$ cat config.mk
export PLATFORM = sky130hd
export DESIGN_NAME = fetch
export DESIGN_NICKNAME = d
export VERILOG_FILES = /design/src/rtl/fetch.sv
export SDC_FILE = /design/constraint.sdc
export NUM_CORES = 1
export LEC_CHECK = 0
export ABC_CLOCK_PERIOD_IN_PS = 34600
export CORE_MARGIN = 5
export CORE_UTILIZATION = 45
export CTS_CLUSTER_DIAMETER = 30
export DETAILED_ROUTE_END_ITERATION = 16
export PLACE_DENSITY = 0.73
export SYNTH_ARGS = -nofsm -noshare
export SYNTH_HDL_FRONTEND = slang
export SYNTH_SLANG_ARGS = --single-unit
$ cat constraint.sdc
create_clock -name clk -period 34.6 [get_ports clk]
set_input_delay 10.38 -clock clk [delete_from_list [all_inputs] [get_ports clk]]
set_output_delay 10.38 -clock clk [all_outputs]
set_load 0.005 [all_outputs]
$ cat src/rtl/fetch.sv
// Instruction fetch stage: owns the fetch PC, keeps at most one
// instruction-memory request in flight, and hands instructions to decode
// through an output register backed by a one-entry skid buffer.
module fetch #(
    parameter logic [31:0] RESET_VECTOR = 32'h80000000
) (
    input  logic        clk,
    input  logic        reset,
    input  logic        stall,
    input  logic        branch_taken,
    input  logic [31:0] branch_target,
    output logic        mem_req,
    output logic [31:0] mem_addr,
    input  logic        mem_ready,
    input  logic        mem_rvalid,
    input  logic [31:0] mem_rdata,
    output logic [31:0] instr,
    output logic [31:0] pc_out,
    output logic [31:0] next_pc_out,
    output logic        valid_out
);

    typedef enum logic [1:0] {
        S_REQ     = 2'd0,  // ready to issue a request
        S_WAIT    = 2'd1,  // live request outstanding
        S_DISCARD = 2'd2   // stale request outstanding, response will be dropped
    } state_t;

    state_t      state_q, state_d;
    logic [31:0] fetch_pc_q, fetch_pc_d;
    logic [31:0] req_pc_q, req_pc_d;

    logic [31:0] instr_q, instr_d;
    logic [31:0] pc_q, pc_d;
    logic [31:0] next_pc_q, next_pc_d;
    logic        valid_q, valid_d;

    logic [31:0] buf_instr_q, buf_instr_d;
    logic [31:0] buf_pc_q, buf_pc_d;
    logic        buf_valid_q, buf_valid_d;

    logic handshake;
    logic resp_valid;
    logic out_free;

    // Requests only go out when the skid buffer is empty, so every response has a slot.
    assign mem_req    = (state_q == S_REQ) && !buf_valid_q && !reset;
    assign mem_addr   = fetch_pc_q;
    assign handshake  = mem_req && mem_ready;
    assign resp_valid = (state_q == S_WAIT) && mem_rvalid && !branch_taken;
    assign out_free   = !valid_q || !stall;

    assign instr       = instr_q;
    assign pc_out      = pc_q;
    assign next_pc_out = next_pc_q;
    assign valid_out   = valid_q;

    // Request FSM: next state, fetch PC and outstanding-request PC.
    always_comb begin
        // NOTE: every signal gets a default before the case so no path leaves it unassigned (no latch).
        state_d    = state_q;
        fetch_pc_d = fetch_pc_q;
        req_pc_d   = req_pc_q;
        case (state_q)
            S_REQ: begin
                if (handshake) begin
                    if (branch_taken) begin
                        fetch_pc_d = branch_target;
                        state_d    = S_DISCARD;
                    end else begin
                        req_pc_d   = fetch_pc_q;
                        fetch_pc_d = fetch_pc_q + 32'd4;
                        state_d    = S_WAIT;
                    end
                end else if (branch_taken) begin
                    fetch_pc_d = branch_target;
                end
            end
            S_WAIT: begin
                if (mem_rvalid) begin
                    if (branch_taken) fetch_pc_d = branch_target;
                    state_d = S_REQ;
                end else if (branch_taken) begin
                    fetch_pc_d = branch_target;
                    state_d    = S_DISCARD;
                end
            end
            S_DISCARD: begin
                if (branch_taken) fetch_pc_d = branch_target;
                if (mem_rvalid)   state_d    = S_REQ;
            end
            default: state_d = S_REQ;
        endcase
    end

    // Delivery into the output register and skid buffer; a redirect flushes both.
    always_comb begin
        instr_d     = instr_q;
        pc_d        = pc_q;
        next_pc_d   = next_pc_q;
        valid_d     = valid_q;
        buf_instr_d = buf_instr_q;
        buf_pc_d    = buf_pc_q;
        buf_valid_d = buf_valid_q;
        if (branch_taken) begin
            valid_d     = 1'b0;
            buf_valid_d = 1'b0;
        end else if (out_free) begin
            if (buf_valid_q) begin
                instr_d   = buf_instr_q;
                pc_d      = buf_pc_q;
                next_pc_d = buf_pc_q + 32'd4;
                valid_d   = 1'b1;
                if (resp_valid) begin
                    buf_instr_d = mem_rdata;
                    buf_pc_d    = req_pc_q;
                end else begin
                    buf_valid_d = 1'b0;
                end
            end else if (resp_valid) begin
                instr_d   = mem_rdata;
                pc_d      = req_pc_q;
                next_pc_d = req_pc_q + 32'd4;
                valid_d   = 1'b1;
            end else begin
                valid_d = 1'b0;
            end
        end else if (resp_valid) begin
            buf_instr_d = mem_rdata;
            buf_pc_d    = req_pc_q;
            buf_valid_d = 1'b1;
        end
    end

    // State and datapath registers with asynchronous reset.
    always_ff @(posedge clk or posedge reset) begin
        if (reset) begin
            state_q     <= S_REQ;
            fetch_pc_q  <= RESET_VECTOR;
            req_pc_q    <= '0;
            instr_q     <= '0;
            pc_q        <= '0;
            next_pc_q   <= '0;
            valid_q     <= 1'b0;
            buf_instr_q <= '0;
            buf_pc_q    <= '0;
            buf_valid_q <= 1'b0;
        end else begin
            // NOTE: non-blocking updates so every register samples pre-edge values.
            state_q     <= state_d;
            fetch_pc_q  <= fetch_pc_d;
            req_pc_q    <= req_pc_d;
            instr_q     <= instr_d;
            pc_q        <= pc_d;
            next_pc_q   <= next_pc_d;
            valid_q     <= valid_d;
            buf_instr_q <= buf_instr_d;
            buf_pc_q    <= buf_pc_d;
            buf_valid_q <= buf_valid_d;
        end
    end

endmodule

* Word-level counts from Yosys, hierarchy flattened
Index checks and enable logic that the tools add are counted.
Cells by class: reduce and logical (&&, ||, !) cells 21, mux-type cells 30, $add $sub $neg 3, bitwise logic cells 1, equality and inequality tests 6
Operator list (count):
- 32-bit 2-to-1 mux | 15
- 32-bit by 3-bit adder with 32-bit output, second input constant | 3
- 32-bit case mux with 2 select lines | 1
- 2-bit 2-to-1 mux | 5
- 3-bit AND reduction | 3
- 1-bit 2-to-1 mux | 8
- 2-bit inequality test, second input constant | 3
- 2-bit case mux with 3 select lines | 1
- 2-bit nonzero test | 3
- 1-bit logical AND | 5
- 1-bit logical NOT | 5
- 3-bit inequality test, second input constant | 1
- 3-bit nonzero test | 1
- 2-bit by 1-bit == test with 1-bit output, second input constant | 1
- 2-bit == test, second input constant | 1
- 2-bit logical NOT | 1
- 2-bit AND reduction | 1
- 2-bit OR reduction | 1
- 1-bit logical OR | 1
- 1-bit NOT | 1
Word-level totals: logic and storage cells 71, input port bits 70, output and inout bits 130, bits in registers 228

* Longest topological paths before layout
depth in word-level cells 7, mapped depth 13, mapped depth without buffers 7

* Worst setup path before layout
OpenSTA, ideal clock, no wires.
kind input to output, from input port reset, to output port mem_req, arrival time 15.665 ns, data required time 24.220 ns, stages on the path 2, path slack 8.555 ns, path buffers 0, path through inv_1 -> and3_1
Between the ends: word-level cells in the longest chain between the ends 2
Ends and longest elaborated chain:
- start: declaration | RTL line 8 | input logic reset,
- 1-bit logical NOT (no line)
- 1-bit logical AND | RTL line 47 | assign mem_req = (state_q == S_REQ) && !buf_valid_q && !reset;
- end: declaration | RTL line 12 | output logic mem_req,
No other way between the ends.

* Final worst setup path
Ends and elaborated chain as after synthesis.

==> run_results.csv <==
group,metric,value,unit
route,firstDrtPassIters,5,
sta,fmax,0.04406,GHz
worst_setup_path,critical_path_buf_inv_count,3,
worst_setup_path,cp_max_fo,109,
logic_synthesis,synth_flop_cell,"dfrtp_1",
grt,grt_pass1_vias,8773,
pwr,clkPwrFrac,41.9,%
cells_and_area,nets,1278,
logic_synthesis,yosysTopAreaCell,"dfrtp_1",
floorplanning,die_area,27470,um2
placement,dp.cells,1474,
sta,rsz0062_at_grt,"false",
route,viasPerCell,5.524,
clocking,htree_levels,2,
placement,place_congestion,0.8963,
logic_synthesis,synth_top_area_share,51.58,%
logic_synthesis,ys_seq_elements,226,
worst_setup_path,path_cells,"clkdlybuf4s50_1 -> inv_8 -> and3_1 -> clkdlybuf4s50_1",
worst_setup_path,critPathLaunchType,"input pin",
sta,drv_slew,0,
worst_setup_path,rr_worst_depth,6,
worst_hold_path,min_path_type,"reg -> reg",
placement,placed_area,13080,um2
sta,postLayoutSetupSlackWorst,11.91,ns
worst_hold_path,worstHoldStart,"next_pc_out[3]",
worst_setup_path,crit_required,24.22,ns
cells_and_area,stdcell_count,1566,
floorplanning,dieHeight,165.7,um
worst_setup_path,path_delay_family,"buffers and inverters",
sta,hold_ws,0.4704,ns
logic_synthesis,synth_seq_area_share,51.82,%
logic_synthesis,yosys-top-cells-count,"dfrtp_1, nand2_1, mux2_2",
placement,place_ws,11.86,ns
route,detail-route-antenna-nets,0,
cells_and_area,n_antenna_cell,0,
worst_setup_path,critPathKind,"in -> out",
logic_synthesis,synth.avg_cell_area,10.88,um2
logic_synthesis,synth_edf_count,0,
sta,fin_crit_sh,65.59,%
grt,grt_usage,21.19,%
route,avgRoutedWirePerCell,18.65,um
worst_setup_path,cp_slowest_cell,"inv_8",
logic_synthesis,synth_area_leaders,"dfrtp_1, mux2_2, mux2i_1",
pwr,p_total,1.224,mW
clocking,ctsResizeCount,0,
sta,setup_viol,0,
route,drt_iter0_drc,588,
logic_synthesis,netlist_area,10920,um2
route,drc,0,
logic_synthesis,syn-num-nets,1079,
pwr,swShare,29.69,%
floorplanning,core-area,24110,um2
logic_synthesis,ys_warn_count,0,
sta,hold_viol,0,
logic_synthesis,async_flop_share,100.0,%
clocking,cts_setup_buffers,0,
floorplanning,rows,57,
pwr,pwr-share-seq,33.6,%
sta,post-route-min-period,22.69,ns
clocking,clk_latency,0.55,ns
floorplanning,die_x,165.7,um
route,vias,8650,
placement,hpwl,19620,um
worst_setup_path,cp-end-kind,"output port",
clocking,cts_buffer_depth,3,
worst_setup_path,crit_arrival,12.31,ns
cells_and_area,area_delta_synth_final,36.67,%
pwr,combPwrFrac,24.5,%
worst_setup_path,cp_slowest_stage_delay,0.59,ns
pwr,powerDensity,82.08,nW/um2
worst_setup_path,r2r-end,"next_pc_out[30]",
logic_synthesis,yosysMostFrequentCell,"dfrtp_1",
worst_hold_path,hold_depth,2,
cells_and_area,finish.utilization,61.89,%
placement,io_buffers,199,
clocking,cts_buffers,50,
grt,gr-total-overflow,0,
worst_setup_path,reg2reg_from,"buf_valid_q",
sta,setup_tns,0,ns
route,wirelength,29200,um
run,cap_viol_max_count,0,
worst_setup_path,cp_common_cell,"clkdlybuf4s50_1",
pwr,p_int,860.9,uW
worst_setup_path,r2r_slack,30.94,ns
pwr,p_leak,6.439,nW
sta,skew,0.02783,ns
grt,grt_max_degree,110,
sta,worst_pin_slew,0.9290,ns
clocking,clockRootBuffer,"clkbuf_16",
logic_synthesis,syn_inst,1003,
pwr,p_switching,363.5,uW
clocking,tritoncts,"yes",
logic_synthesis,synth.distinct_cells,79,
worst_hold_path,min_to,"next_pc_out[3]",
floorplanning,pin_count,200,
clocking,path_clk_slew,0.04,ns
floorplanning,initial_utilization,45.28,%
grt,grt_pass1_wl,48420,um
pwr,peakVddDrop,50.10,uV
clocking,cts_sinks,226,
cells_and_area,fin_area,14920,um2
grt,antenna_found_initial,0,
clocking,hold_buffers,0,
outcome,status,"finished, final reports clean",
sta,slew-limit-headroom,38.07,%
cells_and_area,drive_above_1_share,18.52,%
## power groups by stage
stage | Sequential (mW) | Combinational (mW) | Clock (mW)
2_1_floorplan | 0.397 | 0.141 | 0
3_3_place_gp | 0.410 | 0.294 | 0
3_5_place_dp | 0.414 | 0.300 | 0
4_1_cts | 0.411 | 0.304 | 0.520
5_1_grt | 0.422 | 0.332 | 0.536
6_report | 0.412 | 0.300 | 0.513
## placed cells by master (no fill, tap or decap), drive strengths merged, types with 10 or more instances in the layout
cell type | netlist | layout
a21oi | 24 | 24
buf | 30 | 10
bufinv | 0 | 10
clkbuf | 32 | 57
clkdlybuf4s50 | 0 | 199
clkinv | 1 | 10
dfrtp | 225 | 225
inv | 14 | 28
mux2 | 105 | 105
mux2i | 57 | 57
nand2 | 146 | 146
nand3 | 36 | 36
nand3b | 10 | 10
nand4 | 16 | 16
nor2 | 50 | 50
nor3 | 13 | 13
nor4 | 11 | 11
o21ai | 90 | 90
## worst min-delay path, cell delays in order (launching register included)
cell and delay (ns):
dfrtp_1 0.33, nand2_1 0.05, nand2_1 0.05
## per-layer routing
layer	GRT usage (%)	up-vias	routed length, um
met5	0	-	0
met4	5.954	0	648
met3	5.403	56	2187
met2	32.48	355	12940
met1	30.11	4196	13420
li1	-	4043	-
## sequential cells by signal, indices dropped and copies added (netlist names)
name / flops
buf_instr_q: 32
buf_pc_q: 32
buf_valid_q: 1
instr: 32
mem_addr: 32
next_pc_out: 30
pc_out: 32
req_pc_q: 32
state_q: 2
valid_out: 1
## kinds of logic after synthesis
group / count (synthesis) / share of synthesized area, %
buf+inv: 77 / 3.553
flops: 226 / 51.82
fa+ha+maj: 7 / 0.7794
compound gates: 195 / 11.75
xor+xnor: 14 / 1.123
mux: 162 / 16.13
simple gates: 322 / 14.84
## final cells by class
class                      instances  area [um2]
fill                            2009        9188
inverter                          15       63.81
timing repair buffer             209        2067
clock buffer                      57        1319
sequential                       226        5660
multi-input combinational        700        4883
tap                              324       405.4
clock inverter                    35       519.2
## worst max-delay path by stage
stage	from	endpoint	slack (ns)	cells after the start
after floorplan	reset	mem_req	8.55	2
after global placement	reset	mem_req	11.89	4
after detailed placement	reset	mem_req	11.86	4
after CTS	reset	mem_req	11.85	4
after global routing	reset	mem_req	11.73	4
final	reset	mem_req	11.91	4
Power figures use the tool's default switching activity.
